[src/rtl/piradip_gain_ctrl_pkg.sv]
// Shared types and constants for the gain ramp controller.
package piradip_gain_ctrl_pkg;

    typedef enum logic {IDLE, RAMP} gain_ramp_state_t;

    localparam int GAIN_WIDTH_DEFAULT = 18;

    function automatic int unsigned unity_gain(input int unsigned frac);
        return 32'd1 << frac;
    endfunction

endpackage

[src/rtl/piradip_beat_interval_counter.sv]
// Loadable down-counter of accepted stream beats; expire flags the strobe that
// takes the count from 1, a load value of 0 behaves as 1.
module piradip_beat_interval_counter #(
    parameter int WIDTH = 16
) (
    input  logic             clk,
    input  logic             rst,
    input  logic             load,
    input  logic [WIDTH-1:0] load_value,
    input  logic             strobe,
    output logic             expire
);

    logic [WIDTH-1:0] count;

    assign expire = strobe && (count == WIDTH'(1));

    always_ff @(posedge clk) begin
        if (rst) begin
            count <= '0;
        end else if (load) begin
            count <= (load_value == '0) ? WIDTH'(1) : load_value;
        end else if (strobe && (count != '0)) begin
            count <= count - WIDTH'(1);
        end
    end

endmodule

[src/rtl/piradip_gain_ramp_controller.sv]
// Ramps the multiplier gain linearly toward a requested target, one step per
// programmable number of accepted beats, so gain changes never glitch the stream.
module piradip_gain_ramp_controller
    import piradip_gain_ctrl_pkg::*;
#(
    parameter int GAIN_WIDTH       = GAIN_WIDTH_DEFAULT,
    parameter int FRACTIONAL_WIDTH = 8,
    parameter int INTERVAL_WIDTH   = 16
) (
    input  logic                         clk,
    input  logic                         rst,
    input  logic signed [GAIN_WIDTH-1:0] target_gain,
    input  logic                         target_valid,
    input  logic [GAIN_WIDTH-1:0]        step_size,
    input  logic [INTERVAL_WIDTH-1:0]    step_interval,
    input  logic                         sample_strobe,
    output logic signed [GAIN_WIDTH-1:0] gain_out,
    output logic                         busy,
    output logic                         done
);

    localparam logic signed [GAIN_WIDTH-1:0] UNITY = GAIN_WIDTH'(unity_gain(FRACTIONAL_WIDTH));

    gain_ramp_state_t              state;
    logic signed [GAIN_WIDTH-1:0]  target_q;
    logic [GAIN_WIDTH-1:0]         step_q;
    logic [INTERVAL_WIDTH-1:0]     interval_q;

    // One extra bit keeps target - gain exact across the full signed range.
    logic signed [GAIN_WIDTH:0]    diff;
    logic [GAIN_WIDTH:0]           diff_mag;
    logic [GAIN_WIDTH:0]           step_ext;
    logic signed [GAIN_WIDTH:0]    stepped;
    logic                          final_step;

    logic                          ramp_strobe;
    logic                          cnt_load;
    logic [INTERVAL_WIDTH-1:0]     cnt_value;
    logic                          expire;

    assign diff       = (GAIN_WIDTH+1)'(target_q) - (GAIN_WIDTH+1)'(gain_out);
    assign diff_mag   = diff[GAIN_WIDTH] ? $unsigned(-diff) : $unsigned(diff);
    assign step_ext   = {1'b0, step_q};
    assign final_step = (diff_mag <= step_ext) || (step_q == '0);
    assign stepped    = diff[GAIN_WIDTH]
                      ? (GAIN_WIDTH+1)'(gain_out) - $signed(step_ext)
                      : (GAIN_WIDTH+1)'(gain_out) + $signed(step_ext);

    assign ramp_strobe = sample_strobe && (state == RAMP);
    assign cnt_load    = ((state == IDLE) && target_valid) || (expire && !final_step);
    assign cnt_value   = (state == IDLE) ? step_interval : interval_q;

    piradip_beat_interval_counter #(
        .WIDTH (INTERVAL_WIDTH)
    ) u_interval (
        .clk        (clk),
        .rst        (rst),
        .load       (cnt_load),
        .load_value (cnt_value),
        .strobe     (ramp_strobe),
        .expire     (expire)
    );

    always_ff @(posedge clk) begin
        if (rst) begin
            state      <= IDLE;
            gain_out   <= UNITY;
            busy       <= 1'b0;
            done       <= 1'b0;
            target_q   <= UNITY;
            step_q     <= '0;
            interval_q <= '0;
        end else begin
            done <= 1'b0;
            case (state)
                IDLE: begin
                    if (target_valid) begin
                        target_q   <= target_gain;
                        step_q     <= step_size;
                        interval_q <= step_interval;
                        if (target_gain == gain_out) begin
                            done <= ~done;
                        end else if (step_size == '0) begin
                            gain_out <= target_gain;
                            done     <= ~done;
                        end else begin
                            state <= RAMP;
                            busy  <= 1'b1;
                        end
                    end
                end
                RAMP: begin
                    // A coincident retarget only replaces the target; this step still uses the old one.
                    if (expire) begin
                        if (final_step) begin
                            gain_out <= target_q;
                            state    <= IDLE;
                            busy     <= 1'b0;
                            done     <= ~done;
                        end else begin
                            gain_out <= stepped[GAIN_WIDTH-1:0];
                        end
                    end
                    if (target_valid) begin
                        target_q <= target_gain;
                        step_q   <= step_size;
                        if (!expire && (target_gain == gain_out)) begin
                            state <= IDLE;
                            busy  <= 1'b0;
                            done  <= ~done;
                        end
                    end
                end
                default: state <= IDLE;
            endcase
        end
    end

endmodule
[config.mk]
export PLATFORM = sky130hd
export DESIGN_NAME = piradip_gain_ramp_controller
export DESIGN_NICKNAME = d
export VERILOG_FILES = /design/src/rtl/piradip_gain_ctrl_pkg.sv /design/src/rtl/piradip_beat_interval_counter.sv /design/src/rtl/piradip_gain_ramp_controller.sv
export SDC_FILE = /design/constraint.sdc
export NUM_CORES = 1
export LEC_CHECK = 0
export ABC_AREA = 1
export CORE_UTILIZATION = 40
export DETAILED_ROUTE_END_ITERATION = 10
export GPL_ROUTABILITY_DRIVEN = 1
export PLACE_DENSITY = 0.69
export SYNTH_ARGS = -nofsm -noshare
export SYNTH_HDL_FRONTEND = slang
export SYNTH_HIERARCHICAL = 1
export SYNTH_SLANG_ARGS = --single-unit
[constraint.sdc]
create_clock -name clk -period 5.2 [get_ports clk]
set_clock_uncertainty 0.15 [all_clocks]
set_input_delay 1.04 -clock clk [delete_from_list [all_inputs] [get_ports clk]]
set_output_delay 1.04 -clock clk [all_outputs]
set_load 0.03 [all_outputs]
==> results.sh, run 1 <==
export IMPL_outcome="complete, no violations"
export IMPL_crit_fanout=6
export IMPL_critPathRequiredTime_ps=5290
export IMPL_nNetsFinal=1462
export IMPL_worst_ir_drop_vdd_v=0.000162
export IMPL_hold_violations=0
export IMPL_synth_xor_xnor_area_share=0.0606
export IMPL_die_area_um2=20400
export IMPL_synth_async_sr_flop_share=0
export IMPL_grt_setup_unrepaired="false"
export IMPL_ys_top_cells_by_area="sky130_fd_sc_hd__dfxtp_1, sky130_fd_sc_hd__nand2_1, sky130_fd_sc_hd__ha_1"
export IMPL_dp_hpwl_mm=20.2
export IMPL_timing_critical_path_from="gain_out[6]"
export IMPL_vias=8504
export IMPL_drt_antenna_violating_nets=0
export IMPL_worstSkewPairLatency_ps=370
export IMPL_maxSlewHeadroom=0.401
export IMPL_power_share_of_the_clock_group=0.246
export IMPL_cts_max_level=3
export IMPL_synth_edff_count=0
export IMPL_grt_max_degree=68
export IMPL_cp_start_kind="flip-flop"
export IMPL_cts_buffers=9
export IMPL_combinational_family_with_the_most_area_after_synthesis="simple AND/OR/NAND/NOR gates"
export IMPL_via_per_inst=5.26
export IMPL_compound_gate_portion_of_the_synthesized_area=0.192
export IMPL_synth_ff_type="sky130_fd_sc_hd__dfxtp_1"
export IMPL_start_util=0.408
export IMPL_cts_sinks=89
export IMPL_max_slew_worst_pin_slew_ps=898
export IMPL_area_occupied_by_multi_input_gates_um2=5270
export IMPL_synth_nets=1389
export IMPL_kind_of_capture_point_of_the_worst_setup_path="flip-flop"
export IMPL_timing_fmax_mhz=210
export IMPL_syn_avg_cell_area_um2=6.24
export IMPL_final_period_minus_worst_setup_slack_ps=4750
export IMPL_placeableCoreArea_um2=19500
export IMPL_reg2reg_from="gain_out[6]"
export IMPL_p_seq_frac=0.277
export IMPL_powerDensity_nw_per_um2=294
export IMPL_grt_util_overall=0.259
export IMPL_hold_start="interval_q[0]"
export IMPL_synth_area_um2=7950
export IMPL_final_common_cell="sky130_fd_sc_hd__nand2_1"
export IMPL_finalMaxSlewViolations=0
export IMPL_switching_share=0.442
export IMPL_detail_route_iter0_violations=712
export IMPL_finalWirelength_mm=25.8
export IMPL_wire_length_of_the_first_global_routing_pass_mm=40.3
export IMPL_finalSetupTns_ps=0
export IMPL_yosys_mux_area_fraction=0.00126
export IMPL_worst_hold_class="reg -> reg"
export IMPL_remaining_drc_errors=0
export IMPL_max_cap_check_violation_count=0
export IMPL_grt_ovfl_total=0
export IMPL_utilization=0.480
export IMPL_worstPathArrival_ps=4850
export IMPL_postSynthRegisterBits=89
export IMPL_detail_route_first_pass_iterations=6
export IMPL_die_h_um=143
export IMPL_netlist_instances=1274
export IMPL_static_leakage_power_nw=4.42
export IMPL_area_delta_synth_final_pct=17.5
export IMPL_combPwrFrac=0.477
export IMPL_setup_viol_count_final=0
export IMPL_placement_row_count=51
export IMPL_vias_in_the_first_global_route=7563
export IMPL_grt_antenna_before_repair=0
export IMPL_clock_path_buffers=2
export IMPL_final_period_utilization=0.914
export IMPL_synth_sequential_area_ratio=0.224
export IMPL_hold_fix_buffer_count_after_cts=0
export IMPL_overall_power_mw=2.75
export IMPL_nFillCells=2034
export IMPL_port_buffers=75
export IMPL_synthDominantAreaCellType="sky130_fd_sc_hd__dfxtp_1"
export IMPL_io_pin_count=76
export IMPL_ys_types=48
export IMPL_clock_transition_at_the_register_clock_pins_on_the_worst_setup_and_hold_paths_after_cts_ps=70
export IMPL_antenna_cells=0
export IMPL_clock_tree_root_cell="sky130_fd_sc_hd__clkbuf_16"
export IMPL_layout_area_seq_um2=1780
export IMPL_regToRegSetupSlack_ps=450
export IMPL_layout_common_cells="sky130_fd_sc_hd__nand2_1, sky130_fd_sc_hd__inv_1, sky130_fd_sc_hd__a21oi_1"
export IMPL_routabilityCongestion=0.941
export IMPL_routedWlPerCell_um=15.9
export IMPL_final_layout_size_suffix_gt1_frac=0.0680
export IMPL_worst_setup_path_type="reg -> reg"
export IMPL_synthesis_yosys_warnings=6
export IMPL_internal_portion_of_total_power_mw=1.53
export IMPL_dpl_cell_area_um2=9010
export IMPL_synth_fa_ha_area_frac=0.0948
export IMPL_clock_tree_from_tritoncts="yes"
export IMPL_p_switching_mw=1.21
export IMPL_design_area_um2=9340
export IMPL_synth_top_area_frac=0.224
export IMPL_synth_simple_gate_area_share=0.313
export IMPL_die_x_um=143
==> per-stage QoR <==
step / setup WS (ps) / cells / hold WS (ps)
2_1_floorplan: 469 / 1274 / 275
3_3_place_gp: 483 / 1599 / 284
3_5_place_dp: 405 / 1599 / 290
4_1_cts: 380 / 1615 / 302
5_1_grt: 14.8 / 1617 / 322
6_report: 449 / 1617 / 299
==> state kept, by name, indices dropped and copies added, names as in the netlist <==
| register | count |
|---|---|
| done | 1 |
| interval_q | 16 |
| step_q | 18 |
| busy | 1 |
| state | 1 |
| u_interval/count | 16 |
| target_q | 18 |
| gain_out | 18 |
==> timing repair <==
item                       CTS  global route
setup endpoints to repair    0            15
setup buffers                0             1
resized for setup            0             6
==> synth_stat cells, types with 3 or more instances <==
library cell,number
sky130_fd_sc_hd__inv_2,3
sky130_fd_sc_hd__and2_1,4
sky130_fd_sc_hd__nand2_2,10
sky130_fd_sc_hd__a31oi_1,4
sky130_fd_sc_hd__a21oi_2,5
sky130_fd_sc_hd__nand3b_1,12
sky130_fd_sc_hd__xnor2_1,15
sky130_fd_sc_hd__inv_1,182
sky130_fd_sc_hd__nor2_1,94
sky130_fd_sc_hd__xor2_1,40
sky130_fd_sc_hd__nor3_1,14
sky130_fd_sc_hd__nand3_2,4
sky130_fd_sc_hd__buf_2,5
sky130_fd_sc_hd__a21oi_1,136
sky130_fd_sc_hd__a21boi_0,3
sky130_fd_sc_hd__o2111ai_1,4
sky130_fd_sc_hd__o21bai_1,4
sky130_fd_sc_hd__ha_1,57
sky130_fd_sc_hd__nand2_1,291
sky130_fd_sc_hd__nor2_2,8
sky130_fd_sc_hd__or2_2,6
sky130_fd_sc_hd__buf_6,5
sky130_fd_sc_hd__o31ai_1,3
sky130_fd_sc_hd__dfxtp_1,89
sky130_fd_sc_hd__nand4_1,12
sky130_fd_sc_hd__o21ai_0,115
sky130_fd_sc_hd__nor4_1,7
sky130_fd_sc_hd__clkbuf_1,27
sky130_fd_sc_hd__nand3_1,87
==> power by group through the flow <==
| stage | Sequential [mW] | Combinational, mW | Clock (mW) |
|---|---|---|---|
| final | 0.762 | 1.31 | 0.676 |
| after global routing | 0.768 | 1.46 | 0.713 |
| after CTS | 0.762 | 1.29 | 0.694 |
| after detailed placement | 0.777 | 1.28 | 0 |
| after global placement | 0.776 | 1.27 | 0 |
| after floorplan | 0.770 | 0.953 | 0 |
==> cells by family after synthesis <==
group / after synthesis
fa+ha+maj: 59
simple gates: 558
compound gates: 286
buf+inv: 226
mux: 1
flops: 89
xor+xnor: 55
==> routing by layer <==
layer / GRT usage / wire length (um)
met1: 0.339 / 11600
met5: 0 / 0
met4: 0.0809 / 618
met3: 0.0366 / 1580
met2: 0.435 / 12000
==> worst paths after layout <==
kind	to	cells past startpoint
worst max register to register	gain_out[16]	25
worst min-delay path	interval_q[0]	2
worst min register to register	interval_q[0]	2
worst max-delay path	gain_out[16]	25
==> worst max-delay path: stages (launching register included) <==
cell,delay (ps)
sky130_fd_sc_hd__dfxtp_1,420
sky130_fd_sc_hd__inv_1,110
sky130_fd_sc_hd__ha_1,430
sky130_fd_sc_hd__nand2_1,150
sky130_fd_sc_hd__nor2_1,150
sky130_fd_sc_hd__nand3_1,110
sky130_fd_sc_hd__nand3_1,120
sky130_fd_sc_hd__nand2_1,70
sky130_fd_sc_hd__nand2_1,60
sky130_fd_sc_hd__nand2_1,60
sky130_fd_sc_hd__nand2_2,150
sky130_fd_sc_hd__clkinvlp_4,170
sky130_fd_sc_hd__buf_4,180
sky130_fd_sc_hd__nor2_1,110
sky130_fd_sc_hd__xor2_1,280
sky130_fd_sc_hd__ha_1,260
sky130_fd_sc_hd__a21oi_1,90
sky130_fd_sc_hd__o21bai_1,190
sky130_fd_sc_hd__a21boi_0,170
sky130_fd_sc_hd__o21ai_0,470
sky130_fd_sc_hd__nand3_1,130
sky130_fd_sc_hd__nand2_1,130
sky130_fd_sc_hd__xnor2_1,120
sky130_fd_sc_hd__nand3_1,150
sky130_fd_sc_hd__nand3_1,140
sky130_fd_sc_hd__a21oi_1,70
==> cell type report <==
class / count / area share
multi-input combinational: 959 / 0.564
sequential: 89 / 0.191
timing repair buffer: 100 / 0.101
inverter: 187 / 0.0756
tap: 265 / 0.0355
clock buffer: 9 / 0.0241
clock inverter: 7 / 0.00777
timing repair inverter: 1 / 0.000804
Power figures use the tool's default switching activity.
==> run 2: changes to the inputs <==
--- a/config.mk
+++ b/config.mk
@@ -10,6 +10,7 @@
 export DETAILED_ROUTE_END_ITERATION = 10
 export GPL_ROUTABILITY_DRIVEN = 1
 export PLACE_DENSITY = 0.69
+export SLEW_MARGIN = 20
 export SYNTH_ARGS = -nofsm -noshare
 export SYNTH_HDL_FRONTEND = slang
 export SYNTH_HIERARCHICAL = 1
==> results of run 2 <==
The final DEF is identical to that of run 1; final timing and power are the same.
